$ cat src/rtl/inst_mem_loader_if.sv
// Load-stream and fetch signals of the runtime-loadable instruction memory.
// master = loader/CPU side, slave = memory side.
interface inst_mem_loader_if #(
    parameter int DATA_W = 32,
    parameter int DEPTH  = 64,
    parameter int ADDR_W = 32
);
    localparam int CNT_W = $clog2(DEPTH) + 1;

    logic              LOAD_START;
    logic              LOAD_VALID;
    logic [DATA_W-1:0] LOAD_DATA;
    logic              LOAD_LAST;
    logic              LOAD_READY;
    logic              LOAD_DONE;
    logic [CNT_W-1:0]  LOAD_COUNT;
    logic [ADDR_W-1:0] Read_address;
    logic              FETCH_REQ;
    logic [DATA_W-1:0] Instruction;
    logic              FETCH_VALID;
    logic              FETCH_FAULT;
    logic              BUSY;

    modport master (
        output LOAD_START, LOAD_VALID, LOAD_DATA, LOAD_LAST, Read_address, FETCH_REQ,
        input  LOAD_READY, LOAD_DONE, LOAD_COUNT, Instruction, FETCH_VALID, FETCH_FAULT, BUSY
    );

    modport slave (
        input  LOAD_START, LOAD_VALID, LOAD_DATA, LOAD_LAST, Read_address, FETCH_REQ,
        output LOAD_READY, LOAD_DONE, LOAD_COUNT, Instruction, FETCH_VALID, FETCH_FAULT, BUSY
    );
endinterface

$ cat src/rtl/inst_mem_loader.sv
// Runtime-loadable instruction memory (IDLE/LOAD/RUN); fetch answers exactly 1 cycle after request.
// Load port is valid/ready: LOAD_READY only in LOAD, so the producer stalls once the load ends.
module inst_mem_loader #(
    parameter int                DATA_W   = 32,
    parameter int                DEPTH    = 64,
    parameter int                ADDR_W   = 32,
    parameter logic [DATA_W-1:0] NOP_WORD = '0
) (
    input  logic                    CLK,
    input  logic                    RESET_N,
    inst_mem_loader_if.slave        bus
);
    localparam int PTR_W   = $clog2(DEPTH);
    localparam int CNT_W   = PTR_W + 1;
    localparam int BYTE_SH = $clog2(DATA_W / 8);

    typedef enum logic [1:0] {IDLE, LOAD, RUN} state_t;

    state_t            state;
    logic [PTR_W-1:0]  ptr;
    logic [CNT_W-1:0]  load_cnt;
    logic              load_rdy;
    logic              load_done;
    logic              busy;
    logic [DATA_W-1:0] instr;
    logic              fetch_vld;
    logic              fetch_fault;

    logic [DATA_W-1:0] mem [DEPTH];

    logic              accept;
    logic              load_end;
    logic [PTR_W-1:0]  wr_idx;
    logic [ADDR_W-1:0] word_idx;
    logic              aligned;
    logic              in_range;
    logic [PTR_W-1:0]  rd_idx;

    // A restart in the same cycle as an accepted word redirects that word to index 0.
    always_comb begin
        accept   = load_rdy && bus.LOAD_VALID;
        wr_idx   = bus.LOAD_START ? '0 : ptr;
        load_end = accept && (bus.LOAD_LAST || (wr_idx == PTR_W'(DEPTH - 1)));
        word_idx = bus.Read_address >> BYTE_SH;
        aligned  = (bus.Read_address & ADDR_W'(DATA_W / 8 - 1)) == '0;
        in_range = word_idx < ADDR_W'(DEPTH);
        rd_idx   = word_idx[PTR_W-1:0];
    end

    // Contents survive reset; only writes are blocked while reset is asserted.
    always_ff @(posedge CLK) begin
        if (RESET_N && accept) begin
            mem[wr_idx] <= bus.LOAD_DATA;
        end
    end

    always_ff @(posedge CLK) begin
        if (!RESET_N) begin
            state       <= IDLE;
            ptr         <= '0;
            load_cnt    <= '0;
            load_rdy    <= 1'b0;
            load_done   <= 1'b0;
            busy        <= 1'b0;
            instr       <= NOP_WORD;
            fetch_vld   <= 1'b0;
            fetch_fault <= 1'b0;
        end else begin
            load_done <= 1'b0;

            // Fetch path is decided on the current state, so a fetch coinciding
            // with LOAD_START in RUN is still served from the array.
            if (bus.FETCH_REQ) begin
                fetch_vld <= 1'b1;
                if (state == RUN && aligned && in_range) begin
                    instr       <= mem[rd_idx];
                    fetch_fault <= 1'b0;
                end else begin
                    instr       <= NOP_WORD;
                    fetch_fault <= 1'b1;
                end
            end else begin
                fetch_vld   <= 1'b0;
                fetch_fault <= 1'b0;
            end

            case (state)
                IDLE, RUN: begin
                    if (bus.LOAD_START) begin
                        state    <= LOAD;
                        ptr      <= '0;
                        load_cnt <= '0;
                        load_rdy <= 1'b1;
                        busy     <= 1'b1;
                    end
                end
                LOAD: begin
                    if (accept) begin
                        ptr <= wr_idx + PTR_W'(1);
                        if (bus.LOAD_START) begin
                            load_cnt <= CNT_W'(1);
                        end else if (load_cnt != CNT_W'(DEPTH)) begin
                            load_cnt <= load_cnt + CNT_W'(1);
                        end
                        if (load_end) begin
                            state     <= RUN;
                            load_rdy  <= 1'b0;
                            busy      <= 1'b0;
                            load_done <= 1'b1;
                        end
                    end else if (bus.LOAD_START) begin
                        ptr      <= '0;
                        load_cnt <= '0;
                    end
                end
                default: begin
                    state    <= IDLE;
                    load_rdy <= 1'b0;
                    busy     <= 1'b0;
                end
            endcase
        end
    end

    assign bus.LOAD_READY  = load_rdy;
    assign bus.LOAD_DONE   = load_done;
    assign bus.LOAD_COUNT  = load_cnt;
    assign bus.BUSY        = busy;
    assign bus.Instruction = instr;
    assign bus.FETCH_VALID = fetch_vld;
    assign bus.FETCH_FAULT = fetch_fault;
endmodule

$ cat src/flat_wrapper.sv
// flat-port wrapper written by rule: the top's interface ports become plain ports
module inst_mem_loader_flat 
#(
    parameter int                DATA_W   = 32,
    parameter int                DEPTH    = 64,
    parameter int                ADDR_W   = 32,
    parameter logic [DATA_W-1:0] NOP_WORD = '0
)
  (CLK, RESET_N, bus_LOAD_START, bus_LOAD_VALID, bus_LOAD_DATA, bus_LOAD_LAST, bus_Read_address, bus_FETCH_REQ, bus_LOAD_READY, bus_LOAD_DONE, bus_LOAD_COUNT, bus_Instruction, bus_FETCH_VALID, bus_FETCH_FAULT, bus_BUSY);
  inst_mem_loader_if #(.DATA_W(DATA_W), .DEPTH(DEPTH), .ADDR_W(ADDR_W)) bus_i ();
  input  logic CLK;
  input  logic RESET_N;
  input wire logic [$bits(bus_i.LOAD_START)-1:0] bus_LOAD_START;
  input wire logic [$bits(bus_i.LOAD_VALID)-1:0] bus_LOAD_VALID;
  input wire logic [$bits(bus_i.LOAD_DATA)-1:0] bus_LOAD_DATA;
  input wire logic [$bits(bus_i.LOAD_LAST)-1:0] bus_LOAD_LAST;
  input wire logic [$bits(bus_i.Read_address)-1:0] bus_Read_address;
  input wire logic [$bits(bus_i.FETCH_REQ)-1:0] bus_FETCH_REQ;
  output wire logic [$bits(bus_i.LOAD_READY)-1:0] bus_LOAD_READY;
  output wire logic [$bits(bus_i.LOAD_DONE)-1:0] bus_LOAD_DONE;
  output wire logic [$bits(bus_i.LOAD_COUNT)-1:0] bus_LOAD_COUNT;
  output wire logic [$bits(bus_i.Instruction)-1:0] bus_Instruction;
  output wire logic [$bits(bus_i.FETCH_VALID)-1:0] bus_FETCH_VALID;
  output wire logic [$bits(bus_i.FETCH_FAULT)-1:0] bus_FETCH_FAULT;
  output wire logic [$bits(bus_i.BUSY)-1:0] bus_BUSY;
  assign bus_i.LOAD_START = bus_LOAD_START;
  assign bus_i.LOAD_VALID = bus_LOAD_VALID;
  assign bus_i.LOAD_DATA = bus_LOAD_DATA;
  assign bus_i.LOAD_LAST = bus_LOAD_LAST;
  assign bus_i.Read_address = bus_Read_address;
  assign bus_i.FETCH_REQ = bus_FETCH_REQ;
  assign bus_LOAD_READY = bus_i.LOAD_READY;
  assign bus_LOAD_DONE = bus_i.LOAD_DONE;
  assign bus_LOAD_COUNT = bus_i.LOAD_COUNT;
  assign bus_Instruction = bus_i.Instruction;
  assign bus_FETCH_VALID = bus_i.FETCH_VALID;
  assign bus_FETCH_FAULT = bus_i.FETCH_FAULT;
  assign bus_BUSY = bus_i.BUSY;
  inst_mem_loader #(.DATA_W(DATA_W), .DEPTH(DEPTH), .ADDR_W(ADDR_W), .NOP_WORD(NOP_WORD)) u_core (.CLK(CLK), .RESET_N(RESET_N), .bus(bus_i));
endmodule
$ cat config.mk
export PLATFORM = sky130hd
export DESIGN_NAME = inst_mem_loader_flat
export DESIGN_NICKNAME = d
export VERILOG_FILES = /design/src/rtl/inst_mem_loader_if.sv /design/src/rtl/inst_mem_loader.sv /design/src/flat_wrapper.sv
export SDC_FILE = /design/constraint.sdc
export NUM_CORES = 2
export LEC_CHECK = 0
export ABC_AREA = 1
export BUFFER_PORTS_ARGS = -buffer_cell sky130_fd_sc_hd__buf_2
export CAP_MARGIN = 25
export CORE_AREA = 10 10 378 527
export CTS_CLUSTER_SIZE = 25
export DETAILED_ROUTE_END_ITERATION = 10
export DIE_AREA = 0 0 388 537
export SLEW_MARGIN = 15
export SYNTH_ARGS = -nofsm -noshare
export SYNTH_HDL_FRONTEND = slang
export SYNTH_SLANG_ARGS = --single-unit
$ cat constraint.sdc
create_clock -name CLK -period 10.4 [get_ports CLK]
set_clock_uncertainty 0.05 [all_clocks]
set_input_delay 2.08 -clock CLK [delete_from_list [all_inputs] [get_ports CLK]]
set_output_delay 2.08 -clock CLK [all_outputs]
set_load 0.01 [all_outputs]
* After elaboration in Yosys (flattened, before gate mapping)
Memories as Yosys holds them, arrays and structs flattened. Cells that the tools add are included.
Storage, ports and cells: memories kept 1, input bits 70, memory bits (writable) 2048, register bits 51, memory bits (read-only) 0, latch bits 0, output and inout port bits 44
Memory list:
- u_core.mem | words 64, bits a word 32, read ports 1, clocked after memory_dff 0, wr ports 1, RTL line inst_mem_loader.sv:29 | logic [DATA_W-1:0] mem [DEPTH];
Operators by class: $mul 0, $add $sub $neg 2, muxes and demuxes 22, shifts and indexed selects 0, divide/modulo/power cells 0, eq/ne operators 8, magnitude comparators 1, bitwise logic cells 0, reduce and logical (&&, ||, !) cells 14
Operator list (number):
- $logic_not A32 Y1 | 1
- $mux W32 | 1
- $lt A30 B7 Y1 const B | 1
- $mux W7 | 4
- $pmux W7 S2 | 1
- $mux W6 | 2
- $pmux W6 S2 | 1
- $mux W1 | 8
- $add A7 B1 Y7 const B | 1
- $ne A7 B7 Y1 const B | 1
- $add A6 B1 Y6 const B | 1
- $eq A6 B6 Y1 const B | 1
- $mux W2 | 3
- $reduce_and A3 Y1 | 2
- $logic_and A1 B1 Y1 | 5
- $ne A2 B1 Y1 const B | 2
- $ne A4 B4 Y1 const B | 1
- $pmux W2 S2 | 1
- $reduce_and A2 Y1 | 2
- $eq A2 B1 Y1 const B | 1
- $eq A2 B2 Y1 const B | 1
- $logic_not A2 Y1 | 1
- $ne A2 B2 Y1 const B | 1
- $pmux W1 S2 | 1
- other kinds (3) | 3

* Logic depth before layout (Yosys ltp)
word-level depth 7, mapped depth 14, depth with buffers taken out 11

* Least setup slack after synthesis
OpenSTA, ideal clock, no wires.
path type input to register, from in bus_LOAD_START, to mem u_core.mem[61][0] (enable), cell stages on the path 8, slack 4.899 ns, data required time 9.889 ns, setup time 0.461 ns, arrival 4.990 ns, path through buf_2 -> nor2_1 -> inv_1 -> nor2_1 -> inv_1 -> nor2_1 -> inv_1 -> nor3_1
On the way: word-level cells in the longest chain between the ends 1
Ends and longest elaborated chain:
- start: declaration | RTL line flat_wrapper.sv:13 | input wire logic [$bits(bus_i.LOAD_START)-1:0] bus_LOAD_START;
- $mux W6 | RTL line inst_mem_loader.sv:42 | wr_idx = bus.LOAD_START ? '0 : ptr;
- end: declaration | RTL line inst_mem_loader.sv:29
Every way passes these cells.

* Worst setup path in the final report
from in bus_Read_address[2], to reg u_core.instr[27] (netlist: u_core.bus.Instruction[27])
On the way: word-level cells in the longest chain between the ends 3
Ends and longest elaborated chain:
- start: declaration | RTL line flat_wrapper.sv:17 | input wire logic [$bits(bus_i.Read_address)-1:0] bus_Read_address;
- $lt A30 B7 Y1 | RTL line inst_mem_loader.sv:46 | in_range = word_idx < ADDR_W'(DEPTH);
- $logic_and A1 B1 Y1 | RTL line inst_mem_loader.sv:75 | if (state == RUN && aligned && in_range) begin
- $mux W32 * | RTL line inst_mem_loader.sv:75
- end signal: assignment | RTL line inst_mem_loader.sv:76 | instr <= mem[rd_idx];
- end: declaration | RTL line inst_mem_loader.sv:25 | logic [DATA_W-1:0] instr;
Every way passes the cells marked *; elsewhere a longest branch is shown, timed or not. A chain may end at the register's enable or synchronous reset.

==> flow_summary.toml <==
[logic_synthesis]
ys_seq_area_share_pct = 73.8
ys_types = 29
async_reset_ff_share_pct = 0
syn-num-nets = 7202
avgSynthCellArea_um2 = 11.9
synth_seq_cells = 2099
synth.top_cell.area_share_pct = 72.6
synth_warnings = 0
synthTopCellsByArea = "edfxtp_1, nand3_1, nand2_1, buf_2, dfxtp_1"
syn-instance-count = 7129
synth_edf_count = 2048
ys.flop_type = "edfxtp_1"
yosysTopAreaCell = "edfxtp_1"
netlist_area_um2 = 84700

[grt]
grt_overflow = 0
antenna_found_initial = 13
grt_max_degree = 231
use_met1_pct = 30.7
grt_first_pass_wirelength_mm = 373
grtUsageTotal_pct = 24.1
grt_pass1_vias = 54403
met2_usage_pct = 41.0
grt_util_met3_pct = 3.65
grt_busiest_layer = "met2"

[route]
routedWlPerCell_um = 26.4
drc = 0
wirelength_mm = 258
drt_first_iter_violations = 6898
drtPass1Iterations = 6
ant_nets = 0
viasPerCell = 5.79
num_vias = 56531

[critical_path]
worst-setup-path-type = "input port to register"
crit_fanout = 230
cp-end-kind = "register"
rr_worst_depth = 5
crit_arrival_ns = 5.86
cp.required_ns = 11.10
cp-start-kind = "input port"

[clock_network]
ctsHtreeMaxLevel = 4
clock_tree.root_cell = "clkbuf_16"
hold_buffers = 0
cts_buffers = 189
clk_pin_slew_ns = 0.07
postCtsSetupRepairBufs = 0
clk_latency_ns = 0.85
cts_max_path_buffers = 3
cts-resized-gates = 0
cts_sinks = 2099
cts_tree = "built"

[floorplanning]
core_um2 = 189000
die_area_um2 = 208000
die_h_um = 537
initial_core_util_pct = 44.8
fp.dieW_um = 388
rows = 189
io_pins = 114

[timing]
finalHoldViolCount = 0
rsz0062_at_grt = "no"
fin_crit_ns = 5.16
setup_ws_ns = 5.24
period_share_pct = 49.6
finalSetupTns_ns = 0
worst_slew_pin_slew_ns = 1.23
slew_viol_final = 0
fmaxAchievable_mhz = 194
whs_ns = 0.428
finalSetupViolCount = 0
max-slew-margin-rel_pct = 17.8

[power]
peakVddDrop_mv = 0.176
powerDensity_nw_per_um2 = 181
leakagePower_nw = 33.1

[cells_and_area]
area_growth_pct = 10.9
fin_util_pct = 49.7
drive_above_1_share_pct = 8.59
nNetsFinal = 7203
final_area_um2 = 94000

[place]
port_buffers = 113
dpl.hpwl_mm = 130
gp_congestion = 0.819
placed_cell_area_um2 = 87900
pre_cts_slack_ns = 4.40

[min_path]
worst_hold_path_type = "register to register"
min_path_cells = 2

[run_status]
status = "completed"

[run]
max_cap_violations = 0
==> cell usage in the layout, fill, tap and decap left out, types with 6 or more instances in the layout <==
cell,Yosys,layout
a21oi_1,41,41
o21ai_0,10,10
clkbuf_16,0,192
inv_6,0,8
clkinv_1,1,38
nor3_1,9,6
clkinv_2,0,36
nor2_4,0,62
buf_2,257,108
clkbuf_1,95,45
edfxtp_1,2048,2048
nor2_1,107,45
nand3_1,1987,1987
dfxtp_1,51,51
diode_2,0,7
bufinv_16,0,11
inv_1,185,182
or2_2,26,26
nand2_1,2181,2181
buf_12,0,14
buf_4,65,137
==> worst max-delay path: stages <==
cell,delay (ns)
buf_8,0.25
clkinv_16,0.46
buf_4,0.73
buf_4,0.75
nand2_1,0.15
nand3_1,0.12
nand3_1,0.10
nand3_1,0.10
nand3_1,0.14
nand3_1,0.36
nand3_1,0.13
a21oi_1,0.18
==> through the flow <==
stage / power [mW] / instances
floorplan: 10.0 / 7129
global placement: 10.4 / 9413
detailed placement: 10.4 / 9415
CTS: 17.1 / 9755
global route: 17.5 / 9764
finish: 17.0 / 9769
==> synth_stat cells (all sizes together), types with 9 or more instances <==
cell,count
or2,26
buf,363
o21ai,10
nand2,2181
nor3,9
a21oi,41
nor2,107
clkbuf,95
inv,188
edfxtp,2048
dfxtp,51
nand3,1987
==> layer usage <==
metal	share of wire [%]	wire, um
met5	0.0050	13
met4	4.4	11400
met3	8.1	20800
met2	49	126000
met1	39	99500
==> cell families (layout without fill, tap and decap cells) <==
group                    after synthesis  in the layout  share of synthesized area [%]
AND/OR/NAND/NOR                     4320           4320                           22.2
flip-flops                          2099           2099                           73.8
buffers and inverters                648            798                           3.61
AO/OA/AOI/OAI                         58             58                          0.362
adder cells (fa/ha/maj)                3              3                         0.0443
XOR/XNOR                               1              1                         0.0103
other                                  0              7                              0
==> sequential cells by signal, summed over array words and instances (netlist names) <==
signal and flops:
u_core.bus.FETCH_FAULT 1, u_core.bus.FETCH_VALID 1, u_core.bus.Instruction 32, u_core.bus.LOAD_COUNT 7
u_core.bus.LOAD_DONE 1, u_core.bus.LOAD_READY 1, u_core.mem 2048, u_core.ptr 6
u_core.state 2
==> final cells by class <==
class | count | area (um^2)
timing repair buffer | 268 | 2030
clock inverter | 100 | 865
fill | 16270 | 95000
multi-input combinational | 4382 | 19600
tap | 2483 | 3110
clock buffer | 240 | 5010
inverter | 190 | 761
antenna | 7 | 17.5
sequential | 2099 | 62500
==> final timing paths <==
check / slack (ns) / start / end
worst max register to register: 6.55 / u_core.bus.LOAD_READY / u_core.mem[15][7]
worst min register to register: 0.43 / u_core.bus.Instruction[12] / u_core.bus.Instruction[12]
worst min-delay path: 0.43 / u_core.bus.Instruction[12] / u_core.bus.Instruction[12]
worst max-delay path: 5.24 / bus_Read_address[2] / u_core.bus.Instruction[27]
==> power by group <==
group,internal (mW),total [mW],switching (mW)
clock,3.69,6.79,3.10
sequential,9.28,9.28,0.00185
combinational,0.228,0.965,0.737
Note: power is estimated with default switching activity, not from simulation.
